### src/rtl/conv3x3_mac_pipe.sv
// conv3x3_mac_pipe
//   Three-stage pipelined 3x3 convolution. It sits downstream of the 3x3
//   window generator and produces one filtered pixel per valid window.
//     S1: nine signed products  p_ij = $signed({1'b0, w_ij}) * k_ij
//     S2: three row partial sums
//     S3: total sum, round-half-up right shift, clamp to unsigned OUTW
//   Kernel coefficients and the shift amount can be reprogrammed at runtime.
//   Each write takes effect from the cycle after its strobe. The shift amount
//   travels down the pipe with its window, so a later shift write does not
//   change windows that are already in flight.
//
//   Optional build macro: CONV3X3_ABS_EN
//     When this macro is defined, S3 takes |sum| before the upper clamp
//     (edge-magnitude mode). When it is undefined, negative sums clamp to 0
//     and set out_sat.
//
// Ports
//   clk, rst          clock; synchronous active-high reset
//   win_valid         window taps valid this cycle (no backpressure)
//   w00..w22          window taps, row-major, unsigned BITW
//   coef_we/addr/data coefficient write (addr 0..8 = k00..k22; 9..15 ignored)
//   shift_we/data     right-shift amount write (0..15)
//   out_valid         out_pix/out_sat carry a new sample
//   out_pix           filtered pixel (holds while out_valid=0)
//   out_sat           the sample was clamped (holds while out_valid=0)
//
// Handshake: win_valid qualifies the taps in the same cycle. The block always
// accepts a window, and out_valid is a one-cycle qualifier with no ready signal.
module conv3x3_mac_pipe #(
    parameter int BITW  = 8,
    parameter int COEFW = 8,
    parameter int OUTW  = 8
) (
    input  logic                    clk,
    input  logic                    rst,
    input  logic                    win_valid,
    input  logic [BITW-1:0]         w00,
    input  logic [BITW-1:0]         w01,
    input  logic [BITW-1:0]         w02,
    input  logic [BITW-1:0]         w10,
    input  logic [BITW-1:0]         w11,
    input  logic [BITW-1:0]         w12,
    input  logic [BITW-1:0]         w20,
    input  logic [BITW-1:0]         w21,
    input  logic [BITW-1:0]         w22,
    input  logic                    coef_we,
    input  logic [3:0]              coef_addr,
    input  logic signed [COEFW-1:0] coef_data,
    input  logic                    shift_we,
    input  logic [3:0]              shift_data,
    output logic                    out_valid,
    output logic [OUTW-1:0]         out_pix,
    output logic                    out_sat
);

    localparam int PW = BITW + 1 + COEFW;  // product width
    localparam int SW = PW + 2;            // row-sum width
    localparam int TW = PW + 4;            // total-sum width
    localparam int RW = TW + 1;            // extra bit so the rounding add cannot wrap
    localparam logic signed [RW-1:0] MAXV = RW'((1 << OUTW) - 1);

    logic [BITW-1:0] tap [0:8];
    assign tap[0] = w00;
    assign tap[1] = w01;
    assign tap[2] = w02;
    assign tap[3] = w10;
    assign tap[4] = w11;
    assign tap[5] = w12;
    assign tap[6] = w20;
    assign tap[7] = w21;
    assign tap[8] = w22;

    // Programmable state. The reset value is the identity kernel with no shift.
    logic signed [COEFW-1:0] k [0:8];
    logic [3:0]              shift_q;

    always_ff @(posedge clk) begin
        if (rst) begin
            for (int i = 0; i < 9; i++) begin
                k[i] <= (i == 4) ? COEFW'(1) : '0;
            end
            shift_q <= '0;
        end else begin
            if (coef_we && (coef_addr < 4'd9)) begin
                k[coef_addr] <= coef_data;
            end
            if (shift_we) begin
                shift_q <= shift_data;
            end
        end
    end

    // Only the valid bits and the outputs are reset. Data registers may hold
    // stale values because the valid bits mask them.
    logic v1, v2;
    logic signed [PW-1:0] p [0:8];
    logic signed [SW-1:0] r [0:2];
    logic [3:0]           sh1, sh2;

    always_ff @(posedge clk) begin
        if (rst) begin
            v1 <= 1'b0;
            v2 <= 1'b0;
        end else begin
            v1 <= win_valid;
            v2 <= v1;
        end
    end

    // S1 reads k and shift_q before any write on this same edge lands, so a
    // window presented together with a write uses the old settings.
    always_ff @(posedge clk) begin
        for (int i = 0; i < 9; i++) begin
            p[i] <= PW'($signed({1'b0, tap[i]})) * PW'(k[i]);
        end
        sh1 <= shift_q;
    end

    always_ff @(posedge clk) begin
        for (int j = 0; j < 3; j++) begin
            r[j] <= SW'(p[3*j]) + SW'(p[3*j+1]) + SW'(p[3*j+2]);
        end
        sh2 <= sh1;
    end

    // S3 combinational part: total sum, rounding shift, then clamp.
    logic signed [TW-1:0] total;
    logic signed [RW-1:0] rnd_c, rnd, shifted, mag;
    logic [OUTW-1:0]      clamp_pix;
    logic                 clamp_sat;

    always_comb begin
        total   = TW'(r[0]) + TW'(r[1]) + TW'(r[2]);
        rnd_c   = (sh2 != 4'd0) ? (RW'(1) <<< (sh2 - 4'd1)) : '0;
        rnd     = RW'(total) + rnd_c;
        shifted = rnd >>> sh2;
        mag     = shifted;
`ifdef CONV3X3_ABS_EN
        if (shifted < 0) begin
            mag = -shifted;
        end
`endif
        clamp_pix = mag[OUTW-1:0];
        clamp_sat = 1'b0;
        if (mag < 0) begin
            clamp_pix = '0;
            clamp_sat = 1'b1;
        end else if (mag > MAXV) begin
            clamp_pix = MAXV[OUTW-1:0];
            clamp_sat = 1'b1;
        end
    end

    always_ff @(posedge clk) begin
        if (rst) begin
            out_valid <= 1'b0;
            out_pix   <= '0;
            out_sat   <= 1'b0;
        end else begin
            out_valid <= v2;
            if (v2) begin
                out_pix <= clamp_pix;
                out_sat <= clamp_sat;
            end
        end
    end

endmodule

### config.mk
export PLATFORM = sky130hd
export DESIGN_NAME = conv3x3_mac_pipe
export DESIGN_NICKNAME = d
export VERILOG_FILES = /design/src/rtl/conv3x3_mac_pipe.sv
export SDC_FILE = /design/constraint.sdc
export NUM_CORES = 2
export LEC_CHECK = 0
export CORE_UTILIZATION = 38
export CTS_CLUSTER_SIZE = 40
export DETAILED_ROUTE_END_ITERATION = 10
export MAX_ROUTING_LAYER = met4
export RECOVER_POWER = 100
export SYNTH_ARGS = -nofsm -noshare
export SYNTH_HDL_FRONTEND = slang
export SYNTH_SLANG_ARGS = --single-unit
### constraint.sdc
create_clock -name clk -period 7.3 [get_ports clk]
set_input_delay 0.73 -clock clk [delete_from_list [all_inputs] [get_ports clk]]
set_output_delay 0.73 -clock clk [all_outputs]
set_load 0.02 [all_outputs]
# Yosys cells after proc, flatten, opt, wreduce, memory -nomap -nowiden

Memory sizes are Yosys's and may differ from the RTL's.
Cells that the tools add are included.

Add/subtract/negate cells: 10
Multiply operators: 9
$lt $le $gt $ge: 3
Shift-type cells: 2
Multiplexer cells: 13
Reductions and logical operators: 3

Operators by type and width:

| kind                                                | number |
|---|---|
| multiplier 9 x 8 -> 17 bit                          | 9 |
| adder 18 x 17 -> 19 bit                             | 3 |
| adder 17 x 17 -> 18 bit                             | 3 |
| two-way mux 8 bit                                   | 3 |
| adder 21 x 22 -> 22 bit                             | 1 |
| > comparator 22 x 9 -> 1 bit, second input constant | 1 |
| < comparator 22 x 1 -> 1 bit, second input constant | 1 |
| two-way mux 22 bit                                  | 1 |
| <<< shifter 1 x 4 -> 22 bit, first input constant   | 1 |
| >>> shifter 22 x 4 -> 22 bit                        | 1 |
| adder 20 x 19 -> 21 bit                             | 1 |
| adder 19 x 19 -> 20 bit                             | 1 |
| two-way mux 1 bit                                   | 8 |
| OR reduction 8 bit                                  | 1 |
| < comparator 4 bit, second input constant           | 1 |
| two-way mux 4 bit                                   | 1 |
| nonzero test 4 bit                                  | 1 |
| subtractor 4 x 1 -> 4 bit, second input constant    | 1 |
| logical AND 1 bit                                   | 1 |

Bits in registers: 24
RAM bits: 282
Output and inout port bits: 10
Memories kept: 3

Memories:

| name | depth | bits a word | read ports | clocked after Yosys merged registers in | write ports | RTL line | source |
|---|---|---|---|---|---|---|---|
| p    | 9     | 17          | 9          | 0                                       | 9           | 96       | `logic signed [PW-1:0] p [0:8];` |
| k    | 9     | 8           | 9          | 0                                       | 9           | 74       | `logic signed [COEFW-1:0] k [0:8];` |
| r    | 3     | 19          | 3          | 0                                       | 3           | 97       | `logic signed [SW-1:0] r [0:2];` |

# Depth between registers and ports, before layout

Depth after elaboration: 8
Gate-level depth with buffers: 24
Mapped depth without buffers: 21

# Worst setup path before layout

OpenSTA, ideal clock, no wires.

Path type: register to register
From: register sh2[2]
To: register out_pix[0]
Library setup time: 0.137 ns
Arrival time: 5.016 ns
Path slack: 2.148 ns
Cell stages (with the launch flop): 23
Buffers on the path: 4
Clock period less this slack: 5.152 ns
Cell sequence: dfxtp_1 -> clkbuf_1 -> buf_1 -> clkbuf_1 -> nor2_1 -> nand2_1 -> fa_1 -> fa_1 -> inv_1 -> ha_1 -> inv_1 -> fa_1 -> nand2b_1 -> a21oi_2 -> nor3_4 -> a311o_1 -> mux4_2 -> nor2_2 -> a32oi_1 -> o41ai_1 -> and3_1 -> buf_6 -> a31oi_1

Cells in the longest elaborated chain, start to end: 8
Elaborated cells between the ends (all ways): 10

RTL lines:

| what                             | RTL line | source |
|---|---|---|
| start, declared                  | 98       | `logic [3:0] sh1, sh2;` |
| start signal, assigned           | 123      | `sh2 <= sh1;` |
| subtractor 4 x 1 -> 4 bit        | 134      | `rnd_c = (sh2 != 4'd0) ? (RW'(1) <<< (sh2 - 4'd1)) : '0;` |
| <<< shifter 1 x 4 -> 22 bit      | 134      |  |
| two-way mux 22 bit               | 134      |  |
| adder 21 x 22 -> 22 bit          | 135      | `rnd = RW'(total) + rnd_c;` |
| >>> shifter 22 x 4 -> 22 bit (*) | 136      | `shifted = rnd >>> sh2;` |
| > comparator 22 x 9 -> 1 bit     | 148      | `end else if (mag > MAXV) begin` |
| two-way mux 8 bit                | 148      |  |
| two-way mux 8 bit (*)            | 145      | `if (mag < 0) begin` |
| end signal, assigned             | 162      | `out_pix <= clamp_pix;` |
| end, declared                    | 52       | `output logic [OUTW-1:0] out_pix,` |

Every way passes the cells marked *; elsewhere a longest branch is shown, timed or not.
A chain may end at the register's enable or synchronous reset.

# Worst setup path in the final report

From: register sh2[0]
To: register out_sat

Cells in the longest elaborated chain, start to end: 8
Elaborated cells between the ends (all ways): 10

RTL lines:

| what                             | RTL line | source |
|---|---|---|
| subtractor 4 x 1 -> 4 bit        | 134      |  |
| <<< shifter 1 x 4 -> 22 bit      | 134      |  |
| two-way mux 22 bit               | 134      |  |
| adder 21 x 22 -> 22 bit          | 135      |  |
| >>> shifter 22 x 4 -> 22 bit (*) | 136      |  |
| > comparator 22 x 9 -> 1 bit     | 148      |  |
| two-way mux 1 bit                | 148      |  |
| two-way mux 1 bit (*)            | 145      |  |
| end signal, assigned             | 163      | `out_sat <= clamp_sat;` |
| end, declared                    | 53       | `output logic out_sat` |

Marks and branches as above.

==> report_table.html <==
<table>
<tr><th>Metric</th><th>Value</th></tr>
<tr><th colspan="2">Placed design</th></tr>
<tr><td>Post-detailed-placement cell area</td><td>35130 µm²</td></tr>
<tr><td>RePlAce Congestion</td><td>0.8733</td></tr>
<tr><td>Port Buf Inserts</td><td>102</td></tr>
<tr><td>Half-perimeter wire length after detailed placement</td><td>60.06 mm</td></tr>
<tr><th colspan="2">Floorplan</th></tr>
<tr><td>Area of the die</td><td>87280 µm²</td></tr>
<tr><td>Die height</td><td>295.4 µm</td></tr>
<tr><td>Starting density of the core</td><td>38.37%</td></tr>
<tr><td>Core region area</td><td>85280 µm²</td></tr>
<tr><td>I/O pin count</td><td>103</td></tr>
<tr><td>DIE WIDTH</td><td>295.4 µm</td></tr>
<tr><td>Std cell rows</td><td>107</td></tr>
<tr><th colspan="2">Global route</th></tr>
<tr><td>Maximum number of pins on one net before global-route repair</td><td>28</td></tr>
<tr><td>Remaining global-route overflow</td><td>0</td></tr>
<tr><td>Antenna violations before repair</td><td>11</td></tr>
<tr><td>First-pass GRT wire length</td><td>120.4 mm</td></tr>
<tr><td>Number of global-route vias before repair</td><td>23062</td></tr>
<tr><td>GRT Total Usage</td><td>18.05%</td></tr>
<tr><th colspan="2">Clock network</th></tr>
<tr><td>Cell at the root of the clock tree</td><td>clkbuf_16</td></tr>
<tr><td>Count of H-tree levels built during CTS</td><td>2</td></tr>
<tr><td>Sink Count</td><td>306</td></tr>
<tr><td>Post-CTS Setup Inserts</td><td>0</td></tr>
<tr><td>Inserted Clock Buffers</td><td>39</td></tr>
<tr><td>CTS clock-pin slew for the worst setup and hold paths</td><td>60 ps</td></tr>
<tr><td>Clock buffer depth</td><td>3</td></tr>
<tr><td>Clk Latency, worst-skew pair</td><td>570 ps</td></tr>
<tr><td>Hold buffers post-CTS</td><td>0</td></tr>
<tr><td>CTS tree</td><td>built</td></tr>
<tr><td>Number of cells upsized or downsized after cts</td><td>0</td></tr>
<tr><th colspan="2">Detailed routing</th></tr>
<tr><td>Aggregate routed wire length</td><td>72.76 mm</td></tr>
<tr><td>Vias per cell</td><td>4.765</td></tr>
<tr><td>Post-DRT Antenna Nets</td><td>0</td></tr>
<tr><td>Drt drc</td><td>0</td></tr>
<tr><td>Number of optimization iterations in the first detailed-route pass</td><td>5</td></tr>
<tr><td>Post-detailed-route wirelength per cell</td><td>15.45 µm</td></tr>
<tr><td>Vias post-DR</td><td>22433</td></tr>
<tr><td>Detailed Route Iter0 Violations</td><td>1109</td></tr>
<tr><th colspan="2">Critical path</th></tr>
<tr><td>WP buf/inv</td><td>2</td></tr>
<tr><td>Startpoint type of the worst setup path</td><td>flop</td></tr>
<tr><td>CP Capture Type</td><td>flop</td></tr>
<tr><td>Worst path top cell family by delay</td><td>compound AO/OA/AOI/OAI gates</td></tr>
<tr><td>Sequence of cells on the critical path</td><td>clkinv_1, nor2_1, nand2_1, fa_1, inv_1, fa_1, ha_1, a21oi_2, nor2b_1, o31ai_1, nand3_1, a21oi_1, xor2_1, mux4_2, a22oi_2, o41ai_1, and3_1, a211oi_1</td></tr>
<tr><td>Worst setup path class</td><td>reg2reg</td></tr>
<tr><td>Worst endpoint required time</td><td>7650 ps</td></tr>
<tr><td>Crit-path most repeated cell</td><td>fa_1</td></tr>
<tr><td>Largest incremental delay on the critical path</td><td>740 ps</td></tr>
<tr><td>Maximum fanout along the worst path</td><td>15</td></tr>
<tr><td>CP Data Arrival Time</td><td>6350 ps</td></tr>
<tr><td>Critical-path top delay cell</td><td>dfxtp_1</td></tr>
<tr><th colspan="2">Cells and area</th></tr>
<tr><td>Design Area, Final</td><td>36390 µm²</td></tr>
<tr><td>Fraction of layout instances using a drive strength above 1</td><td>2.921%</td></tr>
<tr><td>Fin nets</td><td>4511</td></tr>
<tr><td>Synth-to-layout area growth</td><td>11.22%</td></tr>
<tr><th colspan="2">Synth</th></tr>
<tr><td>Synth Net Count</td><td>4387</td></tr>
<tr><td>Synthesized instance count</td><td>3408</td></tr>
<tr><td>Distinct cell type count of the synthesized netlist</td><td>76</td></tr>
<tr><td>Ys flop type</td><td>dfxtp_1</td></tr>
<tr><td>Post-synth top cells</td><td>inv_1 (634), ha_1 (464), fa_1 (422), and2_1 (374), nand2_1 (303)</td></tr>
<tr><td>Most frequently used cell type in the post-synthesis netlist</td><td>inv_1</td></tr>
<tr><td>EDFF count, synth</td><td>72</td></tr>
<tr><td>Async set-reset flop share out of synthesis</td><td>0%</td></tr>
<tr><td>Post-synth top area cell</td><td>fa_1</td></tr>
<tr><td>Share of Yosys cell area claimed by the top area cell type</td><td>25.82%</td></tr>
<tr><td>Number of storage elements in the synthesis netlist</td><td>306</td></tr>
<tr><td>Avg Synthesized Cell Area</td><td>9.601 µm²</td></tr>
<tr><td>Syn Std Cell Area</td><td>32720 µm²</td></tr>
<tr><td>Cell types occupying the most area after synthesis</td><td>fa_1 (26%), ha_1 (18%), dfxtp_1 (14%)</td></tr>
<tr><td>YS warnings</td><td>0</td></tr>
<tr><td>Sequential area share after synthesis</td><td>20.93%</td></tr>
<tr><th colspan="2">Timing</th></tr>
<tr><td>Max Slew Vio Count</td><td>21</td></tr>
<tr><td>Clock Skew</td><td>26.41 ps</td></tr>
<tr><td>Slew at the pin closest to its max-slew limit</td><td>1888 ps</td></tr>
<tr><td>Final hold violations</td><td>0</td></tr>
<tr><td>Min Tclk post-route</td><td>5996 ps</td></tr>
<tr><td>Total negative slack for setup checks</td><td>0 ps</td></tr>
<tr><td>Final cycle utilization of the critical path</td><td>82.14%</td></tr>
<tr><td>Highest Clock Rate</td><td>166.8 MHz</td></tr>
<tr><td>Final setup violation count</td><td>0</td></tr>
<tr><td>Unrepaired setup endpoints after global routing</td><td>false</td></tr>
<tr><td>Worst slew slack as a fraction of its limit</td><td>-25.85%</td></tr>
<tr><th colspan="2">Worst hold path</th></tr>
<tr><td>Hold crit path type</td><td>reg2reg</td></tr>
<tr><th colspan="2">Run status</th></tr>
<tr><td>Result of the run</td><td>complete, but fails checks</td></tr>
<tr><td>Failing checks</td><td>max-capacitance violations, max-slew violations</td></tr>
<tr><th colspan="2">Job</th></tr>
<tr><td>Max cap viols</td><td>1</td></tr>
</table>
## kinds of logic (layout without fill, tap and decap cells)
group | after synthesis | in the layout | synth area share (%)
DFF | 306 | 306 | 20.93
xor gates and xnor gates | 143 | 143 | 3.851
other | 1 | 4 | 0.01146
muxes | 26 | 26 | 1.075
adders and majority gates | 886 | 886 | 43.56
and+or+nand+nor | 1009 | 1009 | 15.81
AOI/OAI and AO/OA | 370 | 370 | 7.063
buffers and inverters | 667 | 820 | 7.702
## registers in the layout (all words and copies together) (netlist names)
| name | count |
|---|---|
| k | 72 |
| out_pix | 8 |
| out_sat | 1 |
| out_valid | 1 |
| p | 153 |
| r | 57 |
| sh1 | 4 |
| sh2 | 4 |
| shift_q | 4 |
| v1 | 1 |
| v2 | 1 |
## routing by layer
layer | global-route usage (%) | vias up | routed length, µm
met5 | - | - | 0
met2 | 29.06 | 371 | 34340
li1 | - | 10998 | -
met4 | 5.308 | 0 | 2079
met3 | 2.158 | 94 | 2940
met1 | 23.79 | 10970 | 33400
## cell usage in the layout, fill, tap and decap left out, drive strengths merged, types with 19 or more instances in the layout
master	n
a21boi	37
a21o	27
a21oi	110
and2	374
clkbuf	50
clkdlybuf4s50	63
clkinv	19
dfxtp	234
dlygate4sd3	39
edfxtp	72
fa	422
ha	464
inv	637
nand2	303
nand2b	83
nand3	25
nor2	145
nor2b	24
o21ai	110
xnor2	117
xor2	26
## worst register-to-register path, cell delays in order (launching register included)
cell	delay [ps]
dfxtp_1	740
clkinv_1	190
nor2_1	400
nand2_1	150
fa_1	500
inv_1	50
fa_1	360
ha_1	380
a21oi_2	170
nor2b_1	100
o31ai_1	400
nand3_1	340
a21oi_1	260
xor2_1	310
mux4_2	340
a22oi_2	90
o41ai_1	440
and3_1	430
a211oi_1	130
## through the flow
stage | worst slack, ps | hold slack [ps] | std cells | utilization, %
2_1_floorplan | 2148 | 309.6 | 3408 | -
3_3_place_gp | 1401 | 311.6 | 4635 | 41.19
3_5_place_dp | 1408 | 312.1 | 4635 | 41.19
4_1_cts | 1507 | 318.1 | 4705 | 42.69
5_1_grt | 836.5 | 325.5 | 4707 | 42.67
6_report | 1304 | 316.7 | 4708 | 42.67
## layout make-up
class                      count  area (µm²)
sequential                   306        6847
clock inverter                22       185.2
antenna                        3       7.507
inverter                     636        2387
fill                        8336       48890
timing repair buffer         114        1104
multi-input combinational   2435       23340
tap                         1144        1431
clock buffer                  48        1092
## final timing paths
check                               startpoint  cells after the start              endpoint  slack [ps]
worst max-delay path            sh2[0]$_DFF_P_                     18  out_sat$_SDFFE_PP0P_        1300
worst min-delay path            sh1[0]$_DFF_P_                      0        sh2[0]$_DFF_P_         320
worst max register to register  sh2[0]$_DFF_P_                     18  out_sat$_SDFFE_PP0P_        1300
worst min register to register  sh1[0]$_DFF_P_                      0        sh2[0]$_DFF_P_         320
Power is not shown: default switching activity piles up to over one toggle a cycle in this logic, so the estimate is an artifact.
